==> src/rtl/sad_accum.sv <==
`default_nettype none
// ============================================================================
// Module   : sad_accum
// Purpose  : Sum-of-absolute-differences accumulator. Each accepted beat
//            carries LANES unsigned pixel pairs; |a-b| is summed across the
//            lanes and accumulated over BLOCK_BEATS beats. The completed block
//            SAD is held on a single-entry valid/ready output register.
// Macro    : SAD_ACCUM_SAT_EN - when defined the accumulator saturates at
//            2^SUM_W-1 and ovf flags the saturated result; when undefined the
//            accumulator wraps and ovf is tied to 0.
// Ports    : clk, rst (sync, active-high), clr (sync abort of partial block)
//            in_valid/in_ready, a/b (LANES*DATA_W packed, lane i at
//            [i*DATA_W +: DATA_W]), out_valid/out_ready, sum, ovf.
// Revision : 1.0 - initial release
// ============================================================================
module sad_accum #(
    parameter int DATA_W      = 8,
    parameter int LANES       = 4,
    parameter int SUM_W       = 32,
    parameter int BLOCK_BEATS = 16
) (
    input  logic                    clk,
    input  logic                    rst,
    input  logic                    clr,
    input  logic                    in_valid,
    output logic                    in_ready,
    input  logic [LANES*DATA_W-1:0] a,
    input  logic [LANES*DATA_W-1:0] b,
    output logic                    out_valid,
    input  logic                    out_ready,
    output logic [SUM_W-1:0]        sum,
    output logic                    ovf
);

    localparam int c_BEAT_W = DATA_W + $clog2(LANES);
    localparam int c_CNT_W  = (BLOCK_BEATS > 1) ? $clog2(BLOCK_BEATS) : 1;
    localparam logic [c_CNT_W-1:0] c_LAST = c_CNT_W'(BLOCK_BEATS - 1);

    localparam logic [0:0] c_ST_ACCUM = 1'b0;
    localparam logic [0:0] c_ST_HOLD  = 1'b1;

    logic [0:0]         r_state;
    logic [0:0]         w_state_nxt;
    logic [c_CNT_W-1:0] r_cnt;
    logic [SUM_W-1:0]   r_acc;
    logic [SUM_W-1:0]   r_sum;

    logic [DATA_W-1:0]   w_diff [LANES];
    logic [c_BEAT_W-1:0] w_beat_sum;
    logic [SUM_W-1:0]    w_beat_ext;
    logic [SUM_W-1:0]    w_base;
    logic [SUM_W-1:0]    w_acc_nxt;
    logic                w_accept;
    logic                w_first;
    logic                w_last;

    // Per-lane absolute difference; the larger operand is always the minuend
    // so the result fits in DATA_W bits without a sign bit.
    generate
        for (genvar gi = 0; gi < LANES; gi++) begin : g_lane
            logic [DATA_W-1:0] w_a;
            logic [DATA_W-1:0] w_b;
            assign w_a        = a[gi*DATA_W +: DATA_W];
            assign w_b        = b[gi*DATA_W +: DATA_W];
            assign w_diff[gi] = (w_a >= w_b) ? (w_a - w_b) : (w_b - w_a);
        end
    endgenerate

    always_comb begin
        w_beat_sum = '0;
        for (int i = 0; i < LANES; i++) begin
            w_beat_sum = w_beat_sum + c_BEAT_W'(w_diff[i]);
        end
    end

    assign w_beat_ext = SUM_W'(w_beat_sum);

    // A held result may be replaced in the same cycle it is consumed, so the
    // first beat of the next block need not wait for a bubble.
    assign in_ready  = !clr && ((r_state == c_ST_ACCUM) || out_ready);
    assign w_accept  = in_valid && in_ready;
    assign w_first   = (r_cnt == '0);
    assign w_last    = (r_cnt == c_LAST);
    // The first beat of a block loads rather than adds.
    assign w_base    = w_first ? '0 : r_acc;
    assign out_valid = (r_state == c_ST_HOLD);
    assign sum       = r_sum;

`ifdef SAD_ACCUM_SAT_EN
    logic [SUM_W:0] w_add;
    logic           w_ovf_nxt;
    logic           r_acc_ovf;
    logic           r_ovf;

    // Once clamped, any further non-zero beat carries out again, so the
    // accumulator stays at full scale for the rest of the block.
    assign w_add     = {1'b0, w_base} + {1'b0, w_beat_ext};
    assign w_acc_nxt = w_add[SUM_W] ? {SUM_W{1'b1}} : w_add[SUM_W-1:0];
    assign w_ovf_nxt = (w_first ? 1'b0 : r_acc_ovf) | w_add[SUM_W];
    assign ovf       = r_ovf;

    always_ff @(posedge clk) begin
        if (rst) begin
            r_acc_ovf <= 1'b0;
            r_ovf     <= 1'b0;
        end else if (clr) begin
            r_acc_ovf <= 1'b0;
        end else if (w_accept) begin
            r_acc_ovf <= w_ovf_nxt;
            if (w_last) begin
                r_ovf <= w_ovf_nxt;
            end
        end
    end
`else
    assign w_acc_nxt = w_base + w_beat_ext;
    assign ovf       = 1'b0;
`endif

    // Output FSM: next-state logic
    always_comb begin
        w_state_nxt = r_state;
        case (r_state)
            c_ST_ACCUM: begin
                if (w_accept && w_last) begin
                    w_state_nxt = c_ST_HOLD;
                end
            end
            c_ST_HOLD: begin
                // A last beat accepted alongside the handshake refills HOLD.
                if (out_ready && !(w_accept && w_last)) begin
                    w_state_nxt = c_ST_ACCUM;
                end
            end
            default: w_state_nxt = c_ST_ACCUM;
        endcase
    end

    always_ff @(posedge clk) begin
        if (rst) begin
            r_state <= c_ST_ACCUM;
        end else begin
            r_state <= w_state_nxt;
        end
    end

    // Datapath: counter, accumulator and result register
    always_ff @(posedge clk) begin
        if (rst) begin
            r_cnt <= '0;
            r_acc <= '0;
            r_sum <= '0;
        end else if (clr) begin
            r_cnt <= '0;
            r_acc <= '0;
        end else if (w_accept) begin
            r_acc <= w_acc_nxt;
            if (w_last) begin
                r_cnt <= '0;
                r_sum <= w_acc_nxt;
            end else begin
                r_cnt <= r_cnt + c_CNT_W'(1);
            end
        end
    end

endmodule
`default_nettype wire
==> config.mk <==
export PLATFORM = sky130hd
export DESIGN_NAME = sad_accum
export DESIGN_NICKNAME = d
export VERILOG_FILES = /design/src/rtl/sad_accum.sv
export SDC_FILE = /design/constraint.sdc
export NUM_CORES = 1
export LEC_CHECK = 0
export BUFFER_PORTS_ARGS = -buffer_cell sky130_fd_sc_hd__buf_2
export CELL_PAD_IN_SITES_DETAIL_PLACEMENT = 1
export CELL_PAD_IN_SITES_GLOBAL_PLACEMENT = 2
export CORE_MARGIN = 8
export CORE_UTILIZATION = 35
export CTS_CLUSTER_DIAMETER = 30
export DETAILED_ROUTE_END_ITERATION = 10
export PLACE_DENSITY = 0.92
export SETUP_SLACK_MARGIN = 0.4
export SLEW_MARGIN = 0
export SYNTH_ARGS = -nofsm -noshare
export SYNTH_HDL_FRONTEND = slang
export SYNTH_SLANG_ARGS = --single-unit
==> constraint.sdc <==
create_clock -name clk -period 8.95 [get_ports clk]
set_input_delay 2.2375 -clock clk [delete_from_list [all_inputs] [get_ports clk]]
set_output_delay 2.2375 -clock clk [all_outputs]
set_load 0.03 [all_outputs]
==> reports/results.env <==
WORST_SETUP_HOLD_PATH_CLK_SLEW_NS=0.05
GLOBALROUTEOVERFLOWTOTAL=0
POWER_mW=1.84
HOLD_PATH.CLASS='reg -> reg'
LAYOUT_STAGE_AREA_GROWTH_OVER_THE_SYNTHESIS_RESULT_PCT=14.4
CTS_RESIZED=0
CELLPOWERDENSITY_nW_PER_UM2=225
CLOCK_TREE.BUFFER_DEPTH=2
CLOCK_TREE_FROM_TRITONCTS='done'
DR.FIRST_ITER.DRC_COUNT=258
CLOCK_LATENCY_REPORTED_FOR_THE_LATE_SIDE_OF_THE_WORST_SKEW_PAIR_NS=0.34
CTS_MADE_BUFFERS=9
POST_LAYOUT_NONFILLER_INSTANCES=1250
YS_ASYNC_SR_FRACTION_PCT=0
YS.FLOP_TYPE='sky130_fd_sc_hd__dfxtp_1'
ROUTED_VIA_DENSITY=5.15
VDD_IR_DROP_MAX_mV=0.168
FLOORPLAN.INITIALDENSITY_PCT=35.5
TIMING.MAX_SLEW.REL_SLACK_PCT=43.9
CTS_HOLD_BUF=0
ROUTE.VIAS.TOTAL=6440
ROWS=52
SYNTH.FF_LATCH_COUNT=69
FIN_TNS_SETUP_NS=0
ROUTED_WIRELENGTH_UM=18800
MAX_FREQ_GHz=0.123
RUN_STATUS='finished, final reports clean'
NUM_IO_PINS=104
NUMCLOCKSINKS=69
SYNTH_CELL_TYPE_COUNT=76
LAYOUT.NETS=1152
ANTENNA_CELLS_INSERTED=0
WORST_EP_ARRIVAL_TIME_NS=8.38
SYN-INSTANCE-COUNT=894
FIN_UTIL_PCT=40.6
DRV_CAP=0
CTS_MAX_LEVEL=3
SYNTH-SEQ-AREA-SHARE_PCT=19.3
VIA_COUNT_OF_THE_FIRST_GLOBAL_ROUTING_PASS=6635
REQUIRED_NS=9.19
PLACE.GP.CONGESTION=0.790
POSTSYNTHNETCOUNT=1071
SYN-CELL-AREA_SQ_UM=7150
NUM-FILL-CELLS=2539
SETUP.WORST_PATH.END_CLASS='flip-flop'
PLACE_HPWL_UM=14900
GRT_FIRST_PASS_WIRELENGTH_UM=32300
SYNTH-EDFF-COUNT=0
FINAL-MAX-SLEW-VIOLATION-COUNT=0
ANTENNA_FOUND_INITIAL=0
HOLD_VIOLATIONS=0
DRIVE_GT1_SHARE_PCT=16.3
TIMING.SETUP.CRITICAL_PATH_CLASS='in -> reg'
STARTPOINT_TYPE='primary input'
CLOCK-SKEW-FINAL_NS=0.00900
CRIT_TOP_CELL='sky130_fd_sc_hd__fa_1'
CLOCK_TREE.ROOT_CELL='sky130_fd_sc_hd__clkbuf_16'
DRC_ERRORS=0
PATH_MAX_FANOUT=12
POST-ROUTE-PERIOD-UTIL_PCT=90.8
DPL.CELL_COUNT=1229
WORST_PATH_MAX_STAGE_DELAY_NS=0.56
SETUP_VIOL=0
IO_BUFFERS=102
POST-CTS-SETUP-BUFFER-COUNT=0
LAYOUT_MIN_CYCLE_TIME_NS=8.13
DIE_WIDTH_UM=159
LEAKAGE_POWER_nW=3.77
UNREPAIRED_SETUP_ENDPOINTS_AFTER_GLOBAL_ROUTING='no'
DRTANTENNAVIOLNETS=0
WORST_PIN_SLEW_NS=0.838
GRT_START_MAX_NET_PINS=45
TRACK_USAGE_PCT=14.9
CRITICAL-PATH-SLOWEST-CELL='sky130_fd_sc_hd__a2111oi_1'
DIE_AREA_SQ_UM=25300
SYNTH_AREA_PER_CELL_SQ_UM=8.00
DETAIL_ROUTE.FIRST_PASS.ITERATIONS=4
SYNTHESIS.YOSYS.WARNINGS=0
CORE_SQ_UM=20200
AVGROUTEDWIREPERCELL_UM=15.0
FINAL.HOLD.WORST_SLACK_NS=0.451
DIE_H_UM=159
## state kept, by name (all words and copies together), names as in the netlist
name / flops
out_valid: 1
sum: 32
r_cnt: 4
r_acc: 32
## cells by family (layout without fill, tap and decap cells)
group | count (synthesis) | count (layout) | share of synthesized area, %
muxes | 22 | 22 | 3.15
adders and majority gates | 108 | 108 | 22.1
AOI/OAI and AO/OA | 224 | 224 | 21.3
DFF | 69 | 69 | 19.3
buffers and inverters | 158 | 244 | 9.43
xor gates and xnor gates | 47 | 47 | 5.76
other | 1 | 1 | 0.0524
and+or+nand+nor | 265 | 265 | 18.9
## placed cells by master, fill, tap and decap left out, types with 15 or more instances in the layout
cell type	instances
sky130_fd_sc_hd__o21ai_0	27
sky130_fd_sc_hd__dfxtp_1	69
sky130_fd_sc_hd__ha_1	77
sky130_fd_sc_hd__mux2i_1	18
sky130_fd_sc_hd__fa_1	31
sky130_fd_sc_hd__a211oi_1	24
sky130_fd_sc_hd__inv_1	117
sky130_fd_sc_hd__xnor2_1	32
sky130_fd_sc_hd__nor2_1	45
sky130_fd_sc_hd__a21o_1	27
sky130_fd_sc_hd__nand2_1	98
sky130_fd_sc_hd__xor2_1	15
sky130_fd_sc_hd__nand3_1	24
sky130_fd_sc_hd__a21oi_1	73
sky130_fd_sc_hd__buf_2	102
## cell usage after synthesis (12+ instances only)
cell                       instances  share of area [%]
sky130_fd_sc_hd__inv_1           117                6.1
sky130_fd_sc_hd__xnor2_1          32                3.9
sky130_fd_sc_hd__a21oi_1          73                5.1
sky130_fd_sc_hd__fa_1             31                8.7
sky130_fd_sc_hd__nand2_1          99                5.2
sky130_fd_sc_hd__dfxtp_1          69                 19
sky130_fd_sc_hd__a31oi_1          12                1.0
sky130_fd_sc_hd__clkbuf_1         24                1.3
sky130_fd_sc_hd__ha_1             77                 13
sky130_fd_sc_hd__a21o_1           27                2.8
sky130_fd_sc_hd__mux2i_1          18                2.5
sky130_fd_sc_hd__a211oi_1         24                2.5
sky130_fd_sc_hd__o21ai_0          27                1.9
sky130_fd_sc_hd__nor2_1           46                2.4
sky130_fd_sc_hd__xor2_1           15                1.8
sky130_fd_sc_hd__nand3_1          24                1.7
## report_power, final
group | leakage [nW] | internal (mW) | switching (mW)
sequential | 0.556 | 0.320 | 0.00638
combinational | 3.05 | 0.462 | 0.662
clock | 0.163 | 0.258 | 0.134
total | 3.77 | 1.04 | 0.803
## metrics by stage
stage               area (sq um)  setup slack (ns)
floorplan                   7150              1.26
global placement            7820             0.666
detailed placement          7820             0.415
CTS                         8140             0.732
global route                8180             0.441
finish                      8180             0.819
## final timing paths
check	from	to	slack, ns	depth (start not counted)
worst min-delay path	sum[6]	sum[6]	0.45	2
worst min register to register	sum[6]	sum[6]	0.45	2
worst max register to register	r_cnt[0]	sum[21]	4.60	16
worst max-delay path	a[16]	sum[16]	0.82	26
## critical path: cells and delay by family
| kind | cells | cell delay, ns |
|---|---|---|
| AO/OA/AOI/OAI | 12 | 2.69 |
| XOR/XNOR | 1 | 0.16 |
| adder cells (fa/ha/maj) | 6 | 2.41 |
| buffers and inverters | 6 | 0.72 |
| AND/OR/NAND/NOR | 1 | 0.18 |
## final cells by class
| class | count | area [sq um] | share of cell area (%) |
|---|---|---|---|
| multi-input combinational | 667 | 5120 | 62.6 |
| sequential | 69 | 1380 | 16.9 |
| clock inverter | 4 | 70.1 | 0.857 |
| timing repair buffer | 111 | 578 | 7.07 |
| inverter | 117 | 439 | 5.37 |
| clock buffer | 12 | 256 | 3.14 |
| tap | 270 | 338 | 4.13 |
## per-layer routing
layer	track usage, %	wire [um]	vias up
li1	-	-	3215
met1	20.6	9660	3081
met2	23.4	8170	132
met3	2.90	778	12
met4	3.26	164	0
met5	0	0	-
Note: power is estimated with default switching activity, not from simulation.
